<file path="src/rtl/match_resp_pe_pkg.sv">
// rtl/match_resp_pe_pkg.sv - shared widths and length helper for the match responder PE
package match_resp_pe_pkg;

    localparam int ADDR_WIDTH      = 16;
    localparam int MATCH_LEN_WIDTH = 8;
    localparam int LAZY_MATCH_LEN  = 4;
    localparam int MATCH_PE_WIDTH  = 8;
    localparam int MAX_MATCH_LEN   = 64;
    localparam int CNT_WIDTH       = $clog2(MATCH_PE_WIDTH) + 1;

    // Adds a window count to the running length, clamped at MAX_MATCH_LEN.
    function automatic logic [MATCH_LEN_WIDTH-1:0] sat_len(
        input logic [MATCH_LEN_WIDTH-1:0] len,
        input logic [CNT_WIDTH-1:0]       cnt
    );
        logic [MATCH_LEN_WIDTH:0] sum;
        sum = {1'b0, len} + {{(MATCH_LEN_WIDTH + 1 - CNT_WIDTH){1'b0}}, cnt};
        if (sum > (MATCH_LEN_WIDTH + 1)'(MAX_MATCH_LEN)) begin
            sum = (MATCH_LEN_WIDTH + 1)'(MAX_MATCH_LEN);
        end
        return sum[MATCH_LEN_WIDTH-1:0];
    endfunction

endpackage

</file>
<file path="src/rtl/match_resp_pe_if.sv">
// rtl/match_resp_pe_if.sv - match req/resp and window read signal bundle
interface match_resp_pe_if;
    import match_resp_pe_pkg::*;

    logic                          match_req_valid;
    logic                          match_req_ready;
    logic [ADDR_WIDTH-1:0]         match_req_head_addr;
    logic [ADDR_WIDTH-1:0]         match_req_history_addr;
    logic [LAZY_MATCH_LEN-1:0]     match_req_tag;
    logic [ADDR_WIDTH-1:0]         match_limit_addr;
    logic                          match_resp_valid;
    logic [MATCH_LEN_WIDTH-1:0]    match_resp_len;
    logic [LAZY_MATCH_LEN-1:0]     match_resp_tag;
    logic                          match_resp_ready;
    logic                          rd_req_valid;
    logic [ADDR_WIDTH-1:0]         rd_req_head_addr;
    logic [ADDR_WIDTH-1:0]         rd_req_history_addr;
    logic                          rd_req_ready;
    logic                          rd_resp_valid;
    logic [8*MATCH_PE_WIDTH-1:0]   rd_resp_head_data;
    logic [8*MATCH_PE_WIDTH-1:0]   rd_resp_history_data;

    modport slave (
        input  match_req_valid, match_req_head_addr, match_req_history_addr,
               match_req_tag, match_limit_addr, match_resp_ready,
               rd_req_ready, rd_resp_valid, rd_resp_head_data, rd_resp_history_data,
        output match_req_ready, match_resp_valid, match_resp_len, match_resp_tag,
               rd_req_valid, rd_req_head_addr, rd_req_history_addr
    );

    modport master (
        output match_req_valid, match_req_head_addr, match_req_history_addr,
               match_req_tag, match_limit_addr, match_resp_ready,
               rd_req_ready, rd_resp_valid, rd_resp_head_data, rd_resp_history_data,
        input  match_req_ready, match_resp_valid, match_resp_len, match_resp_tag,
               rd_req_valid, rd_req_head_addr, rd_req_history_addr
    );

endinterface

</file>
<file path="src/rtl/match_resp_pe_window_cmp.sv">
// rtl/match_resp_pe_window_cmp.sv - count of leading equal bytes in one window pair
module match_window_cmp
    import match_resp_pe_pkg::*;
(
    input  logic [8*MATCH_PE_WIDTH-1:0] head_data_i,
    input  logic [8*MATCH_PE_WIDTH-1:0] history_data_i,
    input  logic [ADDR_WIDTH-1:0]       remain_i,
    output logic [CNT_WIDTH-1:0]        cnt_o
);

    logic [MATCH_PE_WIDTH-1:0] eq;

    // Bytes at or beyond the limit are forced unequal so they can never extend a match.
    always_comb begin
        eq = '0;
        for (int i = 0; i < MATCH_PE_WIDTH; i++) begin
            eq[i] = (head_data_i[8*i +: 8] == history_data_i[8*i +: 8]) &&
                    (ADDR_WIDTH'(i) < remain_i);
        end
    end

    always_comb begin
        cnt_o = CNT_WIDTH'(MATCH_PE_WIDTH);
        for (int i = MATCH_PE_WIDTH - 1; i >= 0; i--) begin
            if (!eq[i]) begin
                cnt_o = CNT_WIDTH'(i);
            end
        end
    end

endmodule

</file>
<file path="src/rtl/match_resp_pe.sv">
// rtl/match_resp_pe.sv - responder PE: extends a match window by window and returns the length
module match_resp_pe
    import match_resp_pe_pkg::*;
(
    input  logic             clk,
    input  logic             rst,
    match_resp_pe_if.slave   bus
);

    typedef enum logic [1:0] {
        S_IDLE,
        S_READ,
        S_WAIT,
        S_RESP
    } state_e;

    state_e                     state_q, state_d;
    logic [ADDR_WIDTH-1:0]      head_q, head_d;
    logic [ADDR_WIDTH-1:0]      hist_q, hist_d;
    logic [ADDR_WIDTH-1:0]      remain_q, remain_d;
    logic [MATCH_LEN_WIDTH-1:0] len_q, len_d;
    logic [LAZY_MATCH_LEN-1:0]  tag_q, tag_d;

    logic [CNT_WIDTH-1:0]       cnt;
    logic [MATCH_LEN_WIDTH-1:0] nlen;

    match_window_cmp u_cmp (
        .head_data_i    (bus.rd_resp_head_data),
        .history_data_i (bus.rd_resp_history_data),
        .remain_i       (remain_q),
        .cnt_o          (cnt)
    );

    assign nlen = sat_len(len_q, cnt);

    always_ff @(posedge clk) begin
        if (rst) begin
            state_q  <= S_IDLE;
            head_q   <= '0;
            hist_q   <= '0;
            remain_q <= '0;
            len_q    <= '0;
            tag_q    <= '0;
        end else begin
            state_q  <= state_d;
            head_q   <= head_d;
            hist_q   <= hist_d;
            remain_q <= remain_d;
            len_q    <= len_d;
            tag_q    <= tag_d;
        end
    end

    always_comb begin
        state_d  = state_q;
        head_d   = head_q;
        hist_d   = hist_q;
        remain_d = remain_q;
        len_d    = len_q;
        tag_d    = tag_q;

        bus.match_req_ready  = 1'b0;
        bus.match_resp_valid = 1'b0;
        bus.rd_req_valid     = 1'b0;

        unique case (state_q)
            S_IDLE: begin
                bus.match_req_ready = 1'b1;
                if (bus.match_req_valid) begin
                    head_d   = bus.match_req_head_addr;
                    hist_d   = bus.match_req_history_addr;
                    tag_d    = bus.match_req_tag;
                    len_d    = '0;
                    remain_d = bus.match_limit_addr - bus.match_req_head_addr;
                    state_d  = S_READ;
                end
            end
            S_READ: begin
                bus.rd_req_valid = 1'b1;
                if (bus.rd_req_ready) begin
                    state_d = S_WAIT;
                end
            end
            S_WAIT: begin
                if (bus.rd_resp_valid) begin
                    len_d    = nlen;
                    head_d   = head_q + ADDR_WIDTH'(MATCH_PE_WIDTH);
                    hist_d   = hist_q + ADDR_WIDTH'(MATCH_PE_WIDTH);
                    remain_d = (remain_q > ADDR_WIDTH'(MATCH_PE_WIDTH)) ?
                               remain_q - ADDR_WIDTH'(MATCH_PE_WIDTH) : '0;
                    // Stop on a short window, saturation, or when the limit falls inside this window.
                    if ((cnt < CNT_WIDTH'(MATCH_PE_WIDTH)) ||
                        (nlen == MATCH_LEN_WIDTH'(MAX_MATCH_LEN)) ||
                        (remain_q <= ADDR_WIDTH'(MATCH_PE_WIDTH))) begin
                        state_d = S_RESP;
                    end else begin
                        state_d = S_READ;
                    end
                end
            end
            S_RESP: begin
                bus.match_resp_valid = 1'b1;
                if (bus.match_resp_ready) begin
                    state_d = S_IDLE;
                end
            end
            default: state_d = S_IDLE;
        endcase
    end

    assign bus.match_resp_len      = len_q;
    assign bus.match_resp_tag      = tag_q;
    assign bus.rd_req_head_addr    = head_q;
    assign bus.rd_req_history_addr = hist_q;

endmodule

</file>
<file path="src/flat_wrapper.sv">
// flat-port wrapper written by rule: the top's interface ports become plain ports
module match_resp_pe_flat import match_resp_pe_pkg::*;
  (clk, rst, bus_match_req_valid, bus_match_req_head_addr, bus_match_req_history_addr, bus_match_req_tag, bus_match_limit_addr, bus_match_resp_ready, bus_rd_req_ready, bus_rd_resp_valid, bus_rd_resp_head_data, bus_rd_resp_history_data, bus_match_req_ready, bus_match_resp_valid, bus_match_resp_len, bus_match_resp_tag, bus_rd_req_valid, bus_rd_req_head_addr, bus_rd_req_history_addr);
  match_resp_pe_if bus_i ();
  input  logic clk;
  input  logic rst;
  input wire logic [$bits(bus_i.match_req_valid)-1:0] bus_match_req_valid;
  input wire logic [$bits(bus_i.match_req_head_addr)-1:0] bus_match_req_head_addr;
  input wire logic [$bits(bus_i.match_req_history_addr)-1:0] bus_match_req_history_addr;
  input wire logic [$bits(bus_i.match_req_tag)-1:0] bus_match_req_tag;
  input wire logic [$bits(bus_i.match_limit_addr)-1:0] bus_match_limit_addr;
  input wire logic [$bits(bus_i.match_resp_ready)-1:0] bus_match_resp_ready;
  input wire logic [$bits(bus_i.rd_req_ready)-1:0] bus_rd_req_ready;
  input wire logic [$bits(bus_i.rd_resp_valid)-1:0] bus_rd_resp_valid;
  input wire logic [$bits(bus_i.rd_resp_head_data)-1:0] bus_rd_resp_head_data;
  input wire logic [$bits(bus_i.rd_resp_history_data)-1:0] bus_rd_resp_history_data;
  output wire logic [$bits(bus_i.match_req_ready)-1:0] bus_match_req_ready;
  output wire logic [$bits(bus_i.match_resp_valid)-1:0] bus_match_resp_valid;
  output wire logic [$bits(bus_i.match_resp_len)-1:0] bus_match_resp_len;
  output wire logic [$bits(bus_i.match_resp_tag)-1:0] bus_match_resp_tag;
  output wire logic [$bits(bus_i.rd_req_valid)-1:0] bus_rd_req_valid;
  output wire logic [$bits(bus_i.rd_req_head_addr)-1:0] bus_rd_req_head_addr;
  output wire logic [$bits(bus_i.rd_req_history_addr)-1:0] bus_rd_req_history_addr;
  assign bus_i.match_req_valid = bus_match_req_valid;
  assign bus_i.match_req_head_addr = bus_match_req_head_addr;
  assign bus_i.match_req_history_addr = bus_match_req_history_addr;
  assign bus_i.match_req_tag = bus_match_req_tag;
  assign bus_i.match_limit_addr = bus_match_limit_addr;
  assign bus_i.match_resp_ready = bus_match_resp_ready;
  assign bus_i.rd_req_ready = bus_rd_req_ready;
  assign bus_i.rd_resp_valid = bus_rd_resp_valid;
  assign bus_i.rd_resp_head_data = bus_rd_resp_head_data;
  assign bus_i.rd_resp_history_data = bus_rd_resp_history_data;
  assign bus_match_req_ready = bus_i.match_req_ready;
  assign bus_match_resp_valid = bus_i.match_resp_valid;
  assign bus_match_resp_len = bus_i.match_resp_len;
  assign bus_match_resp_tag = bus_i.match_resp_tag;
  assign bus_rd_req_valid = bus_i.rd_req_valid;
  assign bus_rd_req_head_addr = bus_i.rd_req_head_addr;
  assign bus_rd_req_history_addr = bus_i.rd_req_history_addr;
  match_resp_pe u_core (.clk(clk), .rst(rst), .bus(bus_i));
endmodule
</file>
<file path="config.mk">
export PLATFORM = sky130hd
export DESIGN_NAME = match_resp_pe_flat
export DESIGN_NICKNAME = d
export VERILOG_FILES = /design/src/rtl/match_resp_pe_pkg.sv /design/src/rtl/match_resp_pe_if.sv /design/src/rtl/match_resp_pe_window_cmp.sv /design/src/rtl/match_resp_pe.sv /design/src/flat_wrapper.sv
export SDC_FILE = /design/constraint.sdc
export NUM_CORES = 1
export LEC_CHECK = 0
export BUFFER_PORTS_ARGS = -buffer_cell sky130_fd_sc_hd__clkbuf_2
export CAP_MARGIN = 20
export CORE_MARGIN = 4
export CORE_UTILIZATION = 50
export DETAILED_ROUTE_END_ITERATION = 12
export PLACE_DENSITY = 0.84
export REMOVE_ABC_BUFFERS = 1
export SYNTH_ARGS = -nofsm -noshare
export SYNTH_HDL_FRONTEND = slang
export SYNTH_HIERARCHICAL = 1
export SYNTH_SLANG_ARGS = --single-unit
</file>
<file path="constraint.sdc">
create_clock -name clk -period 11.6 [get_ports clk]
set_clock_uncertainty 0.05 [all_clocks]
set_input_delay 1.16 -clock clk [delete_from_list [all_inputs] [get_ports clk]]
set_output_delay 1.16 -clock clk [all_outputs]
set_load 0.005 [all_outputs]
</file>
==> flow_metrics.env, run 1 <==
export IMPL_pin_count=233
export IMPL_fin_crit_sh_pct=38.4
export IMPL_synth_area_um2=5150
export IMPL_io_buffers=232
export IMPL_hold_violations=0
export IMPL_synth_edf_count=0
export IMPL_cap_viol_max_count=0
export IMPL_cp_end_kind="flop"
export IMPL_crit_path_start_kind="primary input"
export IMPL_synthFlopType="dfxtp_1"
export IMPL_ctsResizeCount=0
export IMPL_wl_per_cell_um=15.3
export IMPL_synth_top_cells_by_area="dfxtp_1 (24%), xor2_1 (7.5%), ha_1 (5.3%)"
export IMPL_area_delta_synth_final_pct=27.7
export IMPL_synth_avg_cell_area_um2=7.47
export IMPL_drt_wl_total_mm=15.9
export IMPL_synth_area_leader_cell="dfxtp_1"
export IMPL_clockRootBuffer="clkbuf_8"
export IMPL_postRouteAntennaNets=0
export IMPL_setup_viol=0
export IMPL_antenna_found_initial=0
export IMPL_clock_tree_buffer_depth=2
export IMPL_peakVddDrop_mv=0.0610
export IMPL_leakagePower_nw=3.04
export IMPL_critical_path_top_delay_family="compound AO/OA/AOI/OAI gates"
export IMPL_async_flop_share_pct=0
export IMPL_setup_tns_ns=0
export IMPL_rsz0062_at_grt="no"
export IMPL_max_slew_margin_pct=27.5
export IMPL_cp_required_ns=11.75
export IMPL_synth_distinct_cells=71
export IMPL_path_cells="clkbuf_2 > xor2_1 > nor4_1 > nand2_1 > a2111oi_0 > ha_1 > a211oi_1 > o21bai_1 > or4b_1 > a21o_1 > o311ai_0 > a21oi_1"
export IMPL_vias_per_cell=5.80
export IMPL_cts_clk_slew_worst_paths_ns=0.07
export IMPL_grt_max_degree=64
export IMPL_start_util_pct=51.9
export IMPL_core_area_um2=9910
export IMPL_place_congestion=0.862
export IMPL_cts_sinks=62
export IMPL_fmax_mhz=224
export IMPL_cts_buffers=9
export IMPL_critical_path_class="in2reg"
export IMPL_finalCriticalPeriod_ns=4.46
export IMPL_die_h_um=109
export IMPL_dieWidth_um=109
export IMPL_status="finished, final reports clean"
export IMPL_die_area_um2=12000
export IMPL_n_antenna_cell=0
export IMPL_worstHoldPathType="reg2reg"
export IMPL_grt_overflow=0
export IMPL_rows=36
export IMPL_vias=6004
export IMPL_h_tree_depth=3
export IMPL_critPathSlowestCell="a2111oi_0"
export IMPL_drive_gt1_share_pct=29.8
export IMPL_drc_errors=0
export IMPL_grt_use_total_pct=25.2
export IMPL_synth_seq_area_share_pct=24.1
export IMPL_worstMarginPinSlew_ns=1.08
export IMPL_slew_viol_final=0
export IMPL_synth_top_area_share_pct=24.1
export IMPL_fin_nets=1108
export IMPL_firstDrtPassIters=5
export IMPL_syn_inst=689
export IMPL_worst_path_buf_inv=1
export IMPL_clock_latency_ns=0.34
export IMPL_dp_cells=1020
export IMPL_ctsHoldBuffers=0
export IMPL_first_iter_violations=468
export IMPL_fin_cells=1036
export IMPL_grt_pass1_wl_mm=24.7
export IMPL_crit_fanout=4
export IMPL_dp_hpwl_mm=12.2
export IMPL_yosys_warnings=6
export IMPL_max_stage_delay_ns=0.80
export IMPL_arrival_ns=4.61
export IMPL_grt_pass1_vias=5532
export IMPL_hold_ws_ns=0.403
export IMPL_tritoncts="done"
export IMPL_ys_ff_latch=62
export IMPL_yosys_top_cells_count="nand2_1 (66), nor2_1 (66), dfxtp_1 (62)"
export IMPL_power_density_nw_per_um2=105
export IMPL_post_cts_setup_buffers=0
[per-stage QoR]
step / setup slack, ns / total power (W) / area (um2) / utilization (%)
3_5_place_dp: 6.87 / 0.000479 / 6360 / 64.2
5_1_grt: 6.84 / 0.000733 / 6570 / 66.3
6_report: 7.14 / 0.000691 / 6570 / 66.3
2_1_floorplan: 7.37 / 0.000392 / 4990 / -
3_3_place_gp: 6.92 / 0.000475 / 6360 / 64.2
4_1_cts: 7.22 / 0.000693 / 6570 / 66.3
[sequential cells by signal, indices dropped and copies added (netlist names)]
register,flops
u_core/bus.match_resp_tag,4
u_core/remain_q,16
u_core/bus.rd_req_history_addr,16
u_core/bus.match_resp_len,8
u_core/state_q,2
u_core/bus.rd_req_head_addr,16
[worst reg2reg max path: stages, from the launching register on]
cell and delay, ns:
dfxtp_1 0.37, nor4_1 0.32, and4_4 0.31, nor2b_4 0.17, or3_4 0.14, nor2_1 0.04
a2111oi_0 0.80, ha_1 0.39, a211oi_1 0.22, o21bai_1 0.14, or4b_1 0.51, a21o_1 0.24
o311ai_0 0.32, a21oi_1 0.10
[power by group]
| part | switching (W) | internal (W) |
|---|---|---|
| clock network | 0.0000909 | 0.000122 |
| registers | 0.0000242 | 0.000232 |
| logic | 0.000118 | 0.000103 |
[placed cells by master, fill, tap and decap left out, drive strengths merged, types with 6 or more instances in the layout]
cell	count
inv	22
o21ai	43
ha	22
xor2	44
nor4	16
and3	10
o31ai	8
clkbuf	243
nor3	17
nor2b	7
o22ai	8
dfxtp	62
xnor2	28
a22oi	9
nand4	15
o211ai	6
or3	10
nand3	19
nand2	66
a21o	14
a211oi	17
nor3b	6
nor2	66
a31oi	10
a21oi	53
and2	6
[worst paths after layout]
path | start | to | slack, ns | depth (start not counted)
worst max-delay path | bus_rd_resp_history_data[5] | u_core/state_q[1]$_SDFFE_PP0P_ | 7.14 | 12
worst min-delay path | u_core/bus.rd_req_head_addr[0]$_SDFFE_PP0P_ | u_core/bus.rd_req_head_addr[0]$_SDFFE_PP0P_ | 0.40 | 2
worst max register to register | u_core/remain_q[14]$_SDFFE_PP0P_ | u_core/state_q[1]$_SDFFE_PP0P_ | 7.33 | 13
worst min register to register | u_core/bus.rd_req_head_addr[0]$_SDFFE_PP0P_ | u_core/bus.rd_req_head_addr[0]$_SDFFE_PP0P_ | 0.40 | 2
[metal layers]
layer	global-route usage (%)	routed length [um]
met2	46.0	7820
met5	0	0
met4	8.01	259
met1	29.4	6470
met3	5.11	1310
[cells by family after synthesis]
family / Yosys count / share of synthesized area, %
adder cells (fa/ha/maj): 24 / 6.13
buffers and inverters: 60 / 4.64
AO/OA/AOI/OAI: 207 / 26.2
flip-flops: 62 / 24.1
XOR/XNOR: 72 / 12.3
AND/OR/NAND/NOR: 258 / 25.5
multiplexers: 6 / 1.19
[cell type report]
cell class | count | area, um2
Multi-Input combinational cell | 567 | 3680
Fill cell | 895 | 3340
Sequential cell | 62 | 1240
Timing Repair Buffer | 236 | 1190
Tap cell | 133 | 166
Clock buffer | 11 | 131
Clock inverter | 5 | 82.6
Inverter | 22 | 82.6
No activity file was read; power rests on OpenSTA's default activity.
==> run 2: changes to the inputs <==
- ABC_AREA: unset -> 1
- CORE_UTILIZATION: 50 -> 45
- PLACE_DENSITY: 0.84 -> 0.79
- clock period: 11.6 -> 3.61 ns (I/O delays scaled with it)
==> flow_metrics.env, run 2 <==
export IMPL_fin_nets=1310
export IMPL_clock_latency_ns=0.33
export IMPL_ys_ff_latch=62
export IMPL_ctsHoldBuffers=0
export IMPL_yosys_warnings=6
export IMPL_cp_end_kind="flop"
export IMPL_seq_area_um2=1240
export IMPL_drive_gt1_share_pct=25.8
export IMPL_net_switching_power_w=0.00156
export IMPL_grt_pass1_vias=6020
export IMPL_cap_viol_max_count=0
export IMPL_path_cells="inv_1 > nand3_1 > nor2_1 > nand2_2 > a21oi_1 > nor3_2 > nand2_1 > nand2_1 > nand2_1 > a21oi_2 > ha_1 > fa_1 > or2_2 > nor2_1 > nand3_1 > nor2_1 > nand2_1 > nand2_1 > nand4_1 > a21oi_1"
export IMPL_cts_clk_slew_worst_paths_ns=0.06
export IMPL_synth_avg_cell_area_um2=6.33
export IMPL_mostFrequentLayoutCells="clkbuf_2 (232), nand2_1 (208), inv_1 (108)"
export IMPL_critical_path_class="reg2reg"
export IMPL_ctsResizeCount=0
export IMPL_h_tree_depth=3
export IMPL_synth_area_leader_cell="dfxtp_1"
export IMPL_grt_max_degree=40
export IMPL_p_seq_share_pct=29.1
export IMPL_fin_crit_sh_pct=87.2
export IMPL_synth_distinct_cells=48
export IMPL_dieWidth_um=119
export IMPL_max_stage_delay_ns=0.44
export IMPL_wl_per_cell_um=13.4
export IMPL_critPathSlowestCell="fa_1"
export IMPL_antenna_found_initial=0
export IMPL_drc_errors=0
export IMPL_leakagePower_nw=3.59
export IMPL_critical_path_top_delay_family="simple AND/OR/NAND/NOR gates"
export IMPL_synth_area_um2=5560
export IMPL_power_density_nw_per_um2=522
export IMPL_fin_ws_ns=0.462
export IMPL_r2r_start="u_core/remain_q[6]$_SDFFE_PP0P_"
export IMPL_synth_edf_count=0
export IMPL_rsz0062_at_grt="no"
export IMPL_grt_use_total_pct=23.5
export IMPL_post_cts_setup_buffers=0
export IMPL_pwr_share_clk_pct=25.0
export IMPL_async_flop_share_pct=0
export IMPL_cts_buffers=9
export IMPL_crit_start="u_core/remain_q[6]$_SDFFE_PP0P_"
export IMPL_n_antenna_cell=0
export IMPL_synth_seq_area_share_pct=22.3
export IMPL_peakVddDrop_mv=0.371
export IMPL_status="finished, final reports clean"
export IMPL_arrival_ns=3.34
export IMPL_area_delta_synth_final_pct=27.9
export IMPL_postRouteAntennaNets=0
export IMPL_grt_pass1_wl_mm=28.0
export IMPL_finalCriticalPeriod_ns=3.15
export IMPL_hold_violations=0
export IMPL_clockRootBuffer="clkbuf_16"
export IMPL_worst_path_buf_inv=1
export IMPL_worstMarginPinSlew_ns=1.02
export IMPL_io_buffers=232
export IMPL_drt_wl_total_mm=17.1
export IMPL_firstDrtPassIters=5
export IMPL_dp_hpwl_mm=13.7
export IMPL_setup_tns_ns=0
export IMPL_max_slew_margin_pct=31.6
export IMPL_place_congestion=0.922
export IMPL_syn_inst=878
export IMPL_p_sw_share_pct=42.0
export IMPL_slew_viol_final=0
export IMPL_p_int_w=0.00215
export IMPL_reg2regPathDepth=20
export IMPL_die_area_um2=14200
export IMPL_yosys_top_cells_count="nand2_1 (208), inv_1 (108), nor2_1 (81)"
export IMPL_core_area_um2=12100
export IMPL_fmax_mhz=318
export IMPL_synth_most_common_cell="nand2_1"
export IMPL_crit_path_start_kind="flop"
export IMPL_cp_depth=20
export IMPL_synth_top_area_share_pct=22.3
export IMPL_worstHoldPathType="in2reg"
export IMPL_multiInputGateArea_um2=3740
export IMPL_synth_top_cells_by_area="dfxtp_1 (22%), nand2_1 (14%), inv_1 (7.3%)"
export IMPL_rows=40
export IMPL_holdPathStages=3
export IMPL_grt_overflow=0
export IMPL_hold_start="bus_match_req_history_addr[5]"
export IMPL_setup_viol=0
export IMPL_start_util_pct=46.1
export IMPL_die_h_um=119
export IMPL_vias=6397
export IMPL_first_iter_violations=443
export IMPL_cp_required_ns=3.81
export IMPL_tritoncts="done"
export IMPL_fillers=1217
export IMPL_cts_sinks=62
export IMPL_vias_per_cell=5.03
export IMPL_comb_power_share_pct=46.0
export IMPL_final_common_cell="clkbuf_2"
export IMPL_clock_tree_buffer_depth=2
export IMPL_pre_cts_slack_ns=0.438
export IMPL_path_common_cell="nand2_1"
export IMPL_synthFlopType="dfxtp_1"
export IMPL_crit_fanout=5
export IMPL_pin_count=233
[run 2: cell types whose count changed in the layout (fill, tap and decap cells not counted), moves of 17 or more]
cell and delta:
nand2_1 +142, o21ai_0 +17, xor2_1 -21, xnor2_1 +18, nand3_1 +49, inv_1 +87
[run 2: power groups by stage]
stage,clock [W],combinational [W],sequential [W]
CTS,0.000953,0.00170,0.00108
detailed placement,0,0.00170,0.00109
global placement,0,0.00167,0.00108
finish,0.000927,0.00171,0.00108
global route,0.000976,0.00195,0.00112
floorplan,0,0.00114,0.00106
[run 2: final timing paths]
path | to | slack [ns]
max | u_core/bus.match_resp_len[1]$_SDFFE_PP0P_ | 0.46
min | u_core/bus.rd_req_history_addr[5]$_SDFFE_PP0P_ | 0.23
max reg2reg | u_core/bus.match_resp_len[1]$_SDFFE_PP0P_ | 0.46
min reg2reg | u_core/bus.match_resp_tag[2]$_SDFFE_PP0P_ | 0.44
[run 2: kinds of logic after synthesis]
group	after synthesis	synth area share, %
buf+inv	136	10.4
fa+ha+maj	24	5.67
simple gates	427	33.7
flops	62	22.3
compound gates	160	17.0
xor+xnor	69	10.9
[run 2: area by class of cell]
| class | count | area share (%) |
|---|---|---|
| tap | 168 | 2.96 |
| clock buffer | 12 | 3.47 |
| multi-input combinational | 680 | 52.6 |
| sequential | 62 | 17.5 |
| timing repair buffer | 235 | 16.7 |
| inverter | 112 | 5.91 |
| clock inverter | 4 | 0.986 |
[run 2: metrics by stage]
step	hold slack [ns]	utilization, %	total power, W	cells	instance area [um2]
after floorplan	0.377	-	0.00220	854	5400
after global placement	0.411	56.3	0.00275	1257	6790
after detailed placement	0.431	56.3	0.00279	1257	6790
after CTS	0.219	58.9	0.00373	1273	7110
final	0.233	58.9	0.00371	1273	7110
after global routing	0.240	58.9	0.00404	1273	7110
[run 2: routing by layer]
metal,routed length (um),track usage (%),vias to the layer above,share of wire (%)
met5,0,0,-,0
met4,248,6.81,0,1.5
met3,1090,4.42,20,6.4
met2,8080,38.1,190,47
met1,7660,31.8,2852,45
li1,-,-,3335,-
[run 2: worst register-to-register path: cells and delay by family (launching register included)]
kind / cells / cell delay (ns)
AND/OR/NAND/NOR: 14 / 1.56
flip-flops: 1 / 0.41
AO/OA/AOI/OAI: 3 / 0.35
buffers and inverters: 1 / 0.06
adder cells (fa/ha/maj): 2 / 0.65
